### config.mk
export PLATFORM = sky130hd
export DESIGN_NAME = bullet_slot_arbiter
export DESIGN_NICKNAME = d
export VERILOG_FILES = /design/src/rtl/bullet_slot_arbiter.sv
export SDC_FILE = /design/constraint.sdc
export NUM_CORES = 1
export LEC_CHECK = 0
export ABC_AREA = 1
export BUFFER_PORTS_ARGS = -buffer_cell sky130_fd_sc_hd__buf_4
export CAP_MARGIN = 20
export CORE_MARGIN = 8
export CORE_UTILIZATION = 52
export DETAILED_ROUTE_END_ITERATION = 7
export PLACE_DENSITY = 0.85
export REMOVE_ABC_BUFFERS = 1
export SLEW_MARGIN = 5
export SYNTH_ARGS = -nofsm -noshare
export SYNTH_HDL_FRONTEND = slang
export SYNTH_SLANG_ARGS = --single-unit
### constraint.sdc
create_clock -name frame_clk -period 8.1 [get_ports frame_clk]
set_input_delay 0.405 -clock frame_clk [delete_from_list [all_inputs] [get_ports frame_clk]]
set_output_delay 0.405 -clock frame_clk [all_outputs]
set_load 0.005 [all_outputs]
### src/rtl/bullet_slot_arbiter.sv
// Bullet slot pool shared by two tanks: edge-detected shoot requests, per-tank
// cooldown and in-flight limit, round-robin grant, launch snapshot and slot lifetime.
module bullet_slot_arbiter #(
    parameter int unsigned NUM_SLOTS    = 4,
    parameter int unsigned MAX_PER_TANK = 2,
    parameter int unsigned COOLDOWN     = 15,
    parameter int unsigned LIFETIME     = 300,
    localparam int unsigned SW = (NUM_SLOTS > 1) ? $clog2(NUM_SLOTS) : 1
) (
    input  logic                 frame_clk,
    input  logic                 Reset,
    input  logic [1:0]           game_end,
    input  logic [1:0]           shoot_req,
    input  logic [9:0]           tank0_x,
    input  logic [9:0]           tank0_y,
    input  logic [5:0]           tank0_angle,
    input  logic [9:0]           tank1_x,
    input  logic [9:0]           tank1_y,
    input  logic [5:0]           tank1_angle,
    input  logic [NUM_SLOTS-1:0] slot_kill,
    output logic                 fire_valid,
    output logic [SW-1:0]        fire_slot,
    output logic                 fire_owner,
    output logic [9:0]           fire_x,
    output logic [9:0]           fire_y,
    output logic [5:0]           fire_angle,
    output logic [NUM_SLOTS-1:0] slot_active,
    output logic [NUM_SLOTS-1:0] slot_owner,
    output logic [1:0]           inflight0,
    output logic [1:0]           inflight1,
    output logic [1:0]           cooldown_busy
);
    localparam int unsigned CDW = $clog2(COOLDOWN + 1);
    localparam int unsigned LW  = $clog2(LIFETIME + 1);
    localparam logic [CDW-1:0] CD_INIT   = CDW'(COOLDOWN);
    localparam logic [CDW-1:0] CD_ONE    = CDW'(1);
    localparam logic [LW-1:0]  LIFE_INIT = LW'(LIFETIME);
    localparam logic [LW-1:0]  LIFE_ONE  = LW'(1);
    localparam logic [1:0]     CNT_MAX   = 2'(MAX_PER_TANK);
    localparam logic [1:0]     CNT_ONE   = 2'd1;

    logic [1:0]           r_shoot_q;
    logic [1:0]           r_pending;
    logic                 r_rr;
    logic [CDW-1:0]       r_cd [2];
    logic [1:0]           r_cnt [2];
    logic [LW-1:0]        r_life [NUM_SLOTS];
    logic [NUM_SLOTS-1:0] r_slot_active;
    logic [NUM_SLOTS-1:0] r_slot_owner;
    logic                 r_fire_valid;
    logic [SW-1:0]        r_fire_slot;
    logic                 r_fire_owner;
    logic [9:0]           r_fire_x;
    logic [9:0]           r_fire_y;
    logic [5:0]           r_fire_angle;

    logic [1:0]           w_rise;
    logic [1:0]           w_pend;
    logic [1:0]           w_elig;
    logic                 w_any_free;
    logic                 w_gnt_valid;
    logic                 w_gnt_owner;
    logic [1:0]           w_gnt_tank;
    logic [SW-1:0]        w_slot;
    logic [NUM_SLOTS-1:0] w_slot_oh;
    logic [NUM_SLOTS-1:0] w_retire;
    logic [1:0]           w_ret_cnt [2];
    logic [1:0]           w_cnt_next [2];

    always_comb begin
        w_rise     = shoot_req & ~r_shoot_q;
        w_pend     = r_pending | w_rise;
        w_any_free = ~(&r_slot_active);
        for (int unsigned t = 0; t < 2; t++) begin
            w_elig[t] = w_pend[t] && (r_cd[t] == '0) && (r_cnt[t] < CNT_MAX) && w_any_free;
        end
        w_gnt_valid = |w_elig;
        // Contested grants go to r_rr; otherwise the single eligible tank wins.
        w_gnt_owner = (&w_elig) ? r_rr : ~w_elig[0];
        w_gnt_tank  = w_gnt_valid ? (w_gnt_owner ? 2'b10 : 2'b01) : 2'b00;

        w_slot = '0;
        for (int unsigned s = NUM_SLOTS; s > 0; s--) begin
            if (!r_slot_active[s-1]) w_slot = SW'(s - 1);
        end
        w_slot_oh = '0;
        if (w_gnt_valid) w_slot_oh[w_slot] = 1'b1;

        w_retire     = r_slot_active & slot_kill;
        w_ret_cnt[0] = '0;
        w_ret_cnt[1] = '0;
        for (int unsigned s = 0; s < NUM_SLOTS; s++) begin
            if (r_slot_active[s] && (r_life[s] == LIFE_ONE)) w_retire[s] = 1'b1;
            if (w_retire[s]) begin
                if (r_slot_owner[s]) w_ret_cnt[1] = w_ret_cnt[1] + CNT_ONE;
                else                 w_ret_cnt[0] = w_ret_cnt[0] + CNT_ONE;
            end
        end
        for (int unsigned t = 0; t < 2; t++) begin
            w_cnt_next[t] = r_cnt[t] + {1'b0, w_gnt_tank[t]} - w_ret_cnt[t];
        end
    end

    always_ff @(posedge frame_clk or negedge Reset) begin
        if (!Reset) begin
            r_shoot_q     <= '0;
            r_pending     <= '0;
            r_rr          <= 1'b0;
            r_slot_active <= '0;
            r_slot_owner  <= '0;
            r_fire_valid  <= 1'b0;
            r_fire_slot   <= '0;
            r_fire_owner  <= 1'b0;
            r_fire_x      <= '0;
            r_fire_y      <= '0;
            r_fire_angle  <= '0;
            for (int unsigned t = 0; t < 2; t++) begin
                r_cd[t]  <= '0;
                r_cnt[t] <= '0;
            end
            for (int unsigned s = 0; s < NUM_SLOTS; s++) r_life[s] <= '0;
        end else begin
            r_shoot_q <= shoot_req;
            if (game_end != 2'b00) begin
                r_pending     <= '0;
                r_rr          <= 1'b0;
                r_slot_active <= '0;
                r_fire_valid  <= 1'b0;
                for (int unsigned t = 0; t < 2; t++) begin
                    r_cd[t]  <= '0;
                    r_cnt[t] <= '0;
                end
                for (int unsigned s = 0; s < NUM_SLOTS; s++) r_life[s] <= '0;
            end else begin
                r_pending     <= w_elig & ~w_gnt_tank;
                r_rr          <= (&w_elig) ? ~r_rr : r_rr;
                r_fire_valid  <= w_gnt_valid;
                r_slot_active <= (r_slot_active & ~w_retire) | w_slot_oh;
                if (w_gnt_valid) begin
                    r_fire_slot           <= w_slot;
                    r_fire_owner          <= w_gnt_owner;
                    r_slot_owner[w_slot]  <= w_gnt_owner;
                    r_fire_x     <= w_gnt_owner ? tank1_x     : tank0_x;
                    r_fire_y     <= w_gnt_owner ? tank1_y     : tank0_y;
                    r_fire_angle <= w_gnt_owner ? tank1_angle : tank0_angle;
                end
                for (int unsigned s = 0; s < NUM_SLOTS; s++) begin
                    if (w_slot_oh[s])                          r_life[s] <= LIFE_INIT;
                    else if (r_slot_active[s] && !w_retire[s]) r_life[s] <= r_life[s] - LIFE_ONE;
                    else                                       r_life[s] <= '0;
                end
                for (int unsigned t = 0; t < 2; t++) begin
                    if (w_gnt_tank[t])      r_cd[t] <= CD_INIT;
                    else if (r_cd[t] != '0) r_cd[t] <= r_cd[t] - CD_ONE;
                    r_cnt[t] <= w_cnt_next[t];
                end
            end
        end
    end

    assign fire_valid    = r_fire_valid;
    assign fire_slot     = r_fire_slot;
    assign fire_owner    = r_fire_owner;
    assign fire_x        = r_fire_x;
    assign fire_y        = r_fire_y;
    assign fire_angle    = r_fire_angle;
    assign slot_active   = r_slot_active;
    assign slot_owner    = r_slot_owner;
    assign inflight0     = r_cnt[0];
    assign inflight1     = r_cnt[1];
    assign cooldown_busy = {r_cd[1] != '0, r_cd[0] != '0};

endmodule
==> results of run 1 <==
## per-layer routing
metal / vias up / routed length, um / global-route usage
met4: 0 / 259 / 0.0802
met5: - / 0 / 0
met1: 2022 / 4470 / 0.204
li1: 2025 / - / -
met3: 19 / 586 / 0.0314
met2: 117 / 6250 / 0.351
## repair_timing
action | CTS | global route
hold buffers | 1 | 0
hold endpoints to repair | 2 | 0
setup buffers | 0 | 0
## flip-flops by register name (all words and copies together), names as in the netlist
register     cells
fire_owner       1
fire_y          10
fire_angle       6
r_cd             8
r_pending        2
inflight1        2
fire_slot        2
fire_x          10
fire_valid       1
slot_owner       4
r_life          36
r_rr             1
inflight0        2
r_shoot_q        2
slot_active      4
## synth_stat cells
library cell and count:
nand2_1 103, dfrtp_1 91, nor2_1 88, inv_1 76, o21ai_0 44, a21oi_1 25
o21ai_1 23, nand3_1 19, ha_1 18, xor2_1 16, xnor2_1 15, nor3_1 9
nand4_1 7, buf_2 6, a31oi_1 5, inv_2 5, buf_6 4, clkbuf_1 4
nand3_2 3, nand2_2 2, o21a_1 2, or2_2 2, buf_4 1, nand3b_1 1
nor2_2 1, nor4_1 1, o21bai_1 1, o22ai_1 1
## cells in the final DEF (no fill, tap or decap), types with 5 or more instances in the layout
cell type / netlist / final
a21oi_1: 25 / 25
a31oi_1: 5 / 5
buf_4: 1 / 107
clkbuf_8: 0 / 9
dfrtp_1: 91 / 91
ha_1: 18 / 18
inv_1: 76 / 76
inv_2: 5 / 5
nand2_1: 103 / 103
nand3_1: 19 / 19
nand4_1: 7 / 7
nor2_1: 88 / 88
nor3_1: 9 / 9
o21ai_0: 44 / 44
o21ai_1: 23 / 23
xnor2_1: 15 / 15
xor2_1: 16 / 16
## stage by stage
step                      power (mW)   util  area [um2]
after floorplan                0.747      -        4570
after global placement         0.943  0.632        5510
after detailed placement       0.961  0.632        5510
after CTS                       1.25  0.653        5690
after global routing            1.32  0.656        5720
final                           1.24  0.656        5720
## worst register-to-register path, cell delays in order (launching register included)
cell and delay [ps]:
dfrtp_1 390, inv_1 100, ha_1 150, nand2_1 50
nor2_1 150, nand3_1 100, nand2_1 120, nand2_1 60
inv_1 50, ha_1 210, nand2_1 80, nand2_1 50
nand2_1 70, nand2_1 60, xnor2_1 120, ha_1 280
inv_1 40, ha_1 180, xnor2_1 190, xor2_1 220
xnor2_1 140, inv_1 70, nand2_1 70, nand2_1 40
nor2_1 90
## worst min-delay path by stage
| stage | slack [ps] | to | startpoint |
|---|---|---|---|
| 5_1_grt | 150 | r_shoot_q[0] | shoot_req[0] |
| 3_5_place_dp | 190 | fire_y[5] | Reset |
| 6_report | 170 | r_shoot_q[0] | shoot_req[0] |
| 3_3_place_gp | 190 | fire_y[6] | Reset |
| 2_1_floorplan | 110 | fire_angle[0] | Reset |
| 4_1_cts | 160 | r_shoot_q[0] | shoot_req[0] |
## layout make-up
cell class | count | area, um2 | area share
well taps | 108 | 135 | 0.0236
multi-input cells | 386 | 1990 | 0.349
repair buffers | 109 | 841 | 0.147
inverters | 81 | 304 | 0.0532
flip-flops and latches | 91 | 2280 | 0.398
clock buffers | 9 | 124 | 0.0217
clock inverters | 4 | 45.0 | 0.00788
## kinds of logic after synthesis
group | synth area share
adder cells (fa/ha/maj) | 0.0482
AND/OR/NAND/NOR | 0.209
flip-flops | 0.487
XOR/XNOR | 0.0581
AO/OA/AOI/OAI | 0.111
buffers and inverters | 0.0860
## power by group
group,switching [mW],total [mW],internal (mW)
Combinational,0.180,0.363,0.183
Sequential,0.0542,0.590,0.536
Clock,0.151,0.287,0.136
Total,0.385,1.24,0.855
==> impl_metrics.csv, run 1 <==
group,metric,value,unit
outcome,status,"completed",
floorplanning,num_rows,34,
global_routing,grt_overflow,0,
place,dp.cells,773,
routing,wirelength,11600,um
worst_setup_path,worstPathCellList,"inv_1 -> ha_1 -> nand2_1 -> nor2_1 -> nand3_1 -> nand2_1 -> nand2_1 -> inv_1 -> ha_1 -> nand2_1 -> nand2_1 -> nand2_1 -> nand2_1 -> xnor2_1 -> ha_1 -> inv_1 -> ha_1 -> xnor2_1 -> xor2_1 -> xnor2_1 -> inv_1 -> nand2_1 -> nand2_1 -> nor2_1",
synth,synth_area_per_cell,8.15,um2
timing,post-route-period-util,0.387,
global_routing,grt_usage,0.188,
clocking,cts_made_buffers,9,
routing,drt-pass1-iter-count,5,
floorplanning,die_h,111,um
finish,nNetsFinal,758,
global_routing,grt_max_degree,90,
place,io_buffers,105,
hold_path,hp-class,"in2reg",
timing,slew_viol_final,0,
worst_setup_path,worstSetupPathType,"reg2reg",
global_routing,antenna_found_initial,0,
routing,drt_iter0_markers,182,
clocking,root_buffer,"clkbuf_8",
synth,ys_warn_count,0,
clocking,cts-htree-levels,3,
timing,rsz0062_at_grt,"no",
worst_setup_path,cp_slowest_cell,"dfrtp_1",
clocking,clk_path_buf_depth,2,
synth,synthDistinctLibCells,28,
worst_setup_path,cp_max_fo,4,
clocking,cts_resized,0,
timing,finalWorstSetupSlack,4960,ps
synth,synth.area.top_cells,"dfrtp_1 49%, nand2_1 8.3%, nor2_1 7.1%",
synth,synth_cells,573,
synth,ys_ff_latch,91,
timing,tightest_slew,937,ps
timing,max-slew-margin-rel,0.375,
timing,max_freq,0.319,GHz
finish,syn_to_final_growth,22.4,%
worst_setup_path,worst-path-buf-inv,4,
worst_setup_path,crit_start,"r_life[28]",
finish,layout.cells.non_filler,788,
global_routing,grt_pass1_wl,19600,um
worst_setup_path,cp.depth,24,
worst_setup_path,reg2regPathDepth,24,
clocking,clkTransAtPathRegs,90,ps
flow_run,max-cap-violations,0,
floorplanning,die_area,12300,um2
power,p_per_area,217,nW/um2
synth,synth_top_cell_by_area,"dfrtp_1",
worst_setup_path,crit_end,"inflight0[1]",
floorplanning,coreArea,8720,um2
hold_path,min_path_cells,1,
floorplanning,die_w,111,um
timing,fin_tns_setup,0,ps
worst_setup_path,crit-reg2reg-launch,"r_life[28]",
worst_setup_path,critPathMostFrequentCell,"nand2_1",
worst_setup_path,r2r_slack,4960,ps
place,place.detailed.hpwl,8500,um
clocking,cts_tree,"yes",
global_routing,grt_pass1_vias,4298,
timing,hold_viol_final,0,
place,pre_cts_ws,5000,ps
finish,nFillCells,713,
synth,seq_area_frac_synth,0.487,
routing,vias,4183,
worst_setup_path,arrival,3420,ps
clocking,clock_latency,350,ps
routing,route.detailed.drc,0,
timing,period_minus_slack,3140,ps
clocking,numClockSinks,91,
power,vdd_drop_max,133,uV
worst_setup_path,required,8390,ps
floorplanning,start_util,0.536,
worst_setup_path,critPathLaunchType,"flop",
timing,fin_skew,10.5,ps
worst_setup_path,end_kind,"flop",
floorplanning,io_pins,106,
timing,setup_viol,0,
routing,avgViaCountPerCell,5.31,
timing,fin_hold_ws,166,ps
synth,synth_area,4670,um2
finish,diodes,0,
worst_setup_path,crit_path_max_incr_delay,390,ps
finish,drive_above_1_share,0.197,
place,gp_congestion,0.893,
routing,antenna_left,0,
power,leakage,3.09,nW
synth,synth_top_area_share,0.487,
worst_setup_path,r2r-end,"inflight0[1]",
worst_setup_path,critPathTopFamily,"simple AND/OR/NAND/NOR gates",
routing,wl_per_cell,14.7,um
Power figures use the tool's default switching activity.
==> run 2: changes to the inputs <==
CORE_UTILIZATION = 49   (was 52)
PLACE_DENSITY = 0.84   (was 0.85)
clock period = 2.75 ns   (was 8.1 ns; I/O delays follow)
==> run 2 against run 1 <==
The run now ends with setup timing left. Clock-buffer cell count is 1 higher. Utilization is 4.1 points higher. Power rose to 3.3 times the previous value. Critical path type unchanged. Largest power group unchanged.
==> impl_metrics.csv, run 2 (synthesized netlist as in run 1, its figures left out) <==
group,metric,value,unit
timing,rsz0062_at_grt,"yes",
routing,avgViaCountPerCell,5.21,
timing,tightest_slew,890,ps
worst_setup_path,crit_start,"r_life[28]",
floorplanning,num_rows,35,
finish,drive_above_1_share,0.308,
timing,max-slew-margin-rel,0.406,
floorplanning,start_util,0.506,
routing,vias,4484,
global_routing,antenna_found_initial,0,
floorplanning,die_area,12900,um2
outcome,violations,"setup timing",
routing,wl_per_cell,16.2,um
power,p_comb_frac,0.291,
finish,nNetsFinal,806,
timing,period_minus_slack,3120,ps
floorplanning,die_w,114,um
hold_path,hp-class,"in2reg",
routing,antenna_left,0,
clocking,numClockSinks,91,
timing,fin_skew,10.2,ps
power,finalPower,4.05,mW
routing,drt_iter0_markers,339,
worst_setup_path,critPathLaunchType,"flop",
place,place.detailed.hpwl,9020,um
hold_path,hold_start,"tank1_x[3]",
hold_path,min_to,"fire_x[3]",
timing,hold_viol_final,0,
timing,finalWorstSetupSlack,-374,ps
worst_setup_path,arrival,3390,ps
power,p_per_area,628,nW/um2
finish,syn_to_final_growth,37.9,%
power,leakage,3.41,nW
worst_setup_path,crit-reg2reg-launch,"r_life[28]",
power,p_sw_frac,0.308,
hold_path,min_path_cells,3,
finish,final_common_cell,"buf_4",
global_routing,grt_pass1_wl,21500,um
clocking,cts_tree,"yes",
timing,slew_viol_final,0,
floorplanning,die_h,114,um
floorplanning,coreArea,9240,um2
worst_setup_path,reg2regPathDepth,24,
timing,setup_viol,2,
power,internal_power,2.80,mW
clocking,clkTransAtPathRegs,90,ps
timing,fin_hold_ws,18.9,ps
routing,drt-pass1-iter-count,5,
clocking,cts_made_buffers,9,
place,pre_cts_ws,-255,ps
flow_run,max-cap-violations,0,
clocking,root_buffer,"clkbuf_8",
worst_setup_path,required,3020,ps
timing,max_freq,0.320,GHz
global_routing,grt_overflow,0,
floorplanning,io_pins,106,
finish,nFillCells,636,
clocking,cts-htree-levels,3,
global_routing,grt_usage,0.203,
finish,largest_reg_flops,36,
power,p_switching,1.25,mW
worst_setup_path,cp_max_fo,3,
outcome,status,"finished, violations left",
power,power_frac_seq,0.432,
global_routing,grt_max_degree,53,
finish,utilization,0.697,
worst_setup_path,r2r-end,"inflight1[1]",
routing,route.detailed.drc,0,
finish,top_register,"r_life",
place,gp_congestion,0.912,
power,clkPwrFrac,0.277,
worst_setup_path,r2r_slack,-370,ps
clocking,clk_path_buf_depth,2,
worst_setup_path,worstSetupPathType,"reg2reg",
place,io_buffers,105,
power,vdd_drop_max,467,uV
finish,diodes,0,
routing,wirelength,13900,um
worst_setup_path,end_kind,"flop",
global_routing,grt_pass1_vias,4661,
clocking,clock_latency,370,ps
timing,post-route-period-util,1.14,
finish,final_cell_mix,"153 x buf_4, 91 x dfrtp_1, 90 x nand2_1",
run 2: cell types whose count changed in the layout (fill, tap and decap cells not counted), sizes merged:
cell,change
clkinvlp,+3
buf,+46
clkbuf,+1
bufinv,+2
clkinv,-3
dlygate4sd3,+2
run 2: repair_timing:
action	4_1_cts	5_1_grt
endpoints found under the hold margin	52	0
endpoints found under the setup margin	2	9
pin swaps	18	29
hold buffers	3	0
gates resized for setup	7	51
buffers inserted	26	5
run 2: worst max-delay path, stage by stage, from the launching register on:
cell	delay, ps
dfrtp_1	400
inv_2	90
ha_4	150
nand2_4	50
nor2_4	110
nand3_2	70
nand2_2	90
buf_4	110
buf_6	100
nand2_2	50
inv_2	80
ha_4	200
nand2_4	70
nand2_2	60
nand2_2	80
nand2_2	70
xnor2_2	140
ha_1	300
inv_2	40
ha_4	170
xnor2_4	150
xnor2_2	220
nand2_1	100
nand2_1	70
nor2_1	50
run 2: worst max-delay path by stage:
stage,to,cells past startpoint,slack (ps)
6_report,inflight1[1],24,-370
5_1_grt,inflight1[1],24,-500
4_1_cts,inflight0[1],24,-230
3_5_place_dp,inflight0[1],23,-260
3_3_place_gp,inflight0[1],23,-120
2_1_floorplan,inflight0[1],24,-90
run 2: area by class of cell:
class,count,area (um2),share of cell area
Tap cell,129,161,0.0251
Clock buffer,10,138,0.0214
Inverter,81,304,0.0472
Sequential cell,91,2280,0.354
Timing Repair Buffer,157,1190,0.185
Multi-Input combinational cell,386,2260,0.351
Clock inverter,6,113,0.0175
run 2: routing by layer:
metal	track usage	wire (um)	up-vias
li1	-	-	2111
met1	0.234	5350	2112
met2	0.339	6880	228
met3	0.0808	1380	33
met4	0.0639	313	0
met5	0	0	-
run 2: power groups by stage:
| stage | Combinational (mW) | Sequential, mW | Clock [mW] |
|---|---|---|---|
| final | 1.18 | 1.75 | 1.12 |
| after global routing | 1.31 | 1.78 | 1.18 |
| after CTS | 1.12 | 1.74 | 1.12 |
| after detailed placement | 1.10 | 1.76 | 0 |
| after global placement | 1.06 | 1.75 | 0 |
| after floorplan | 0.449 | 1.75 | 0 |
run 2: stage by stage:
step	TNS [ps]	cell area (um2)	cells
after global placement	-141	5690	814
final	-728	6440	860
after detailed placement	-450	5690	814
after global routing	-962	6440	860
after CTS	-463	6200	859
after floorplan	-88.0	4570	558
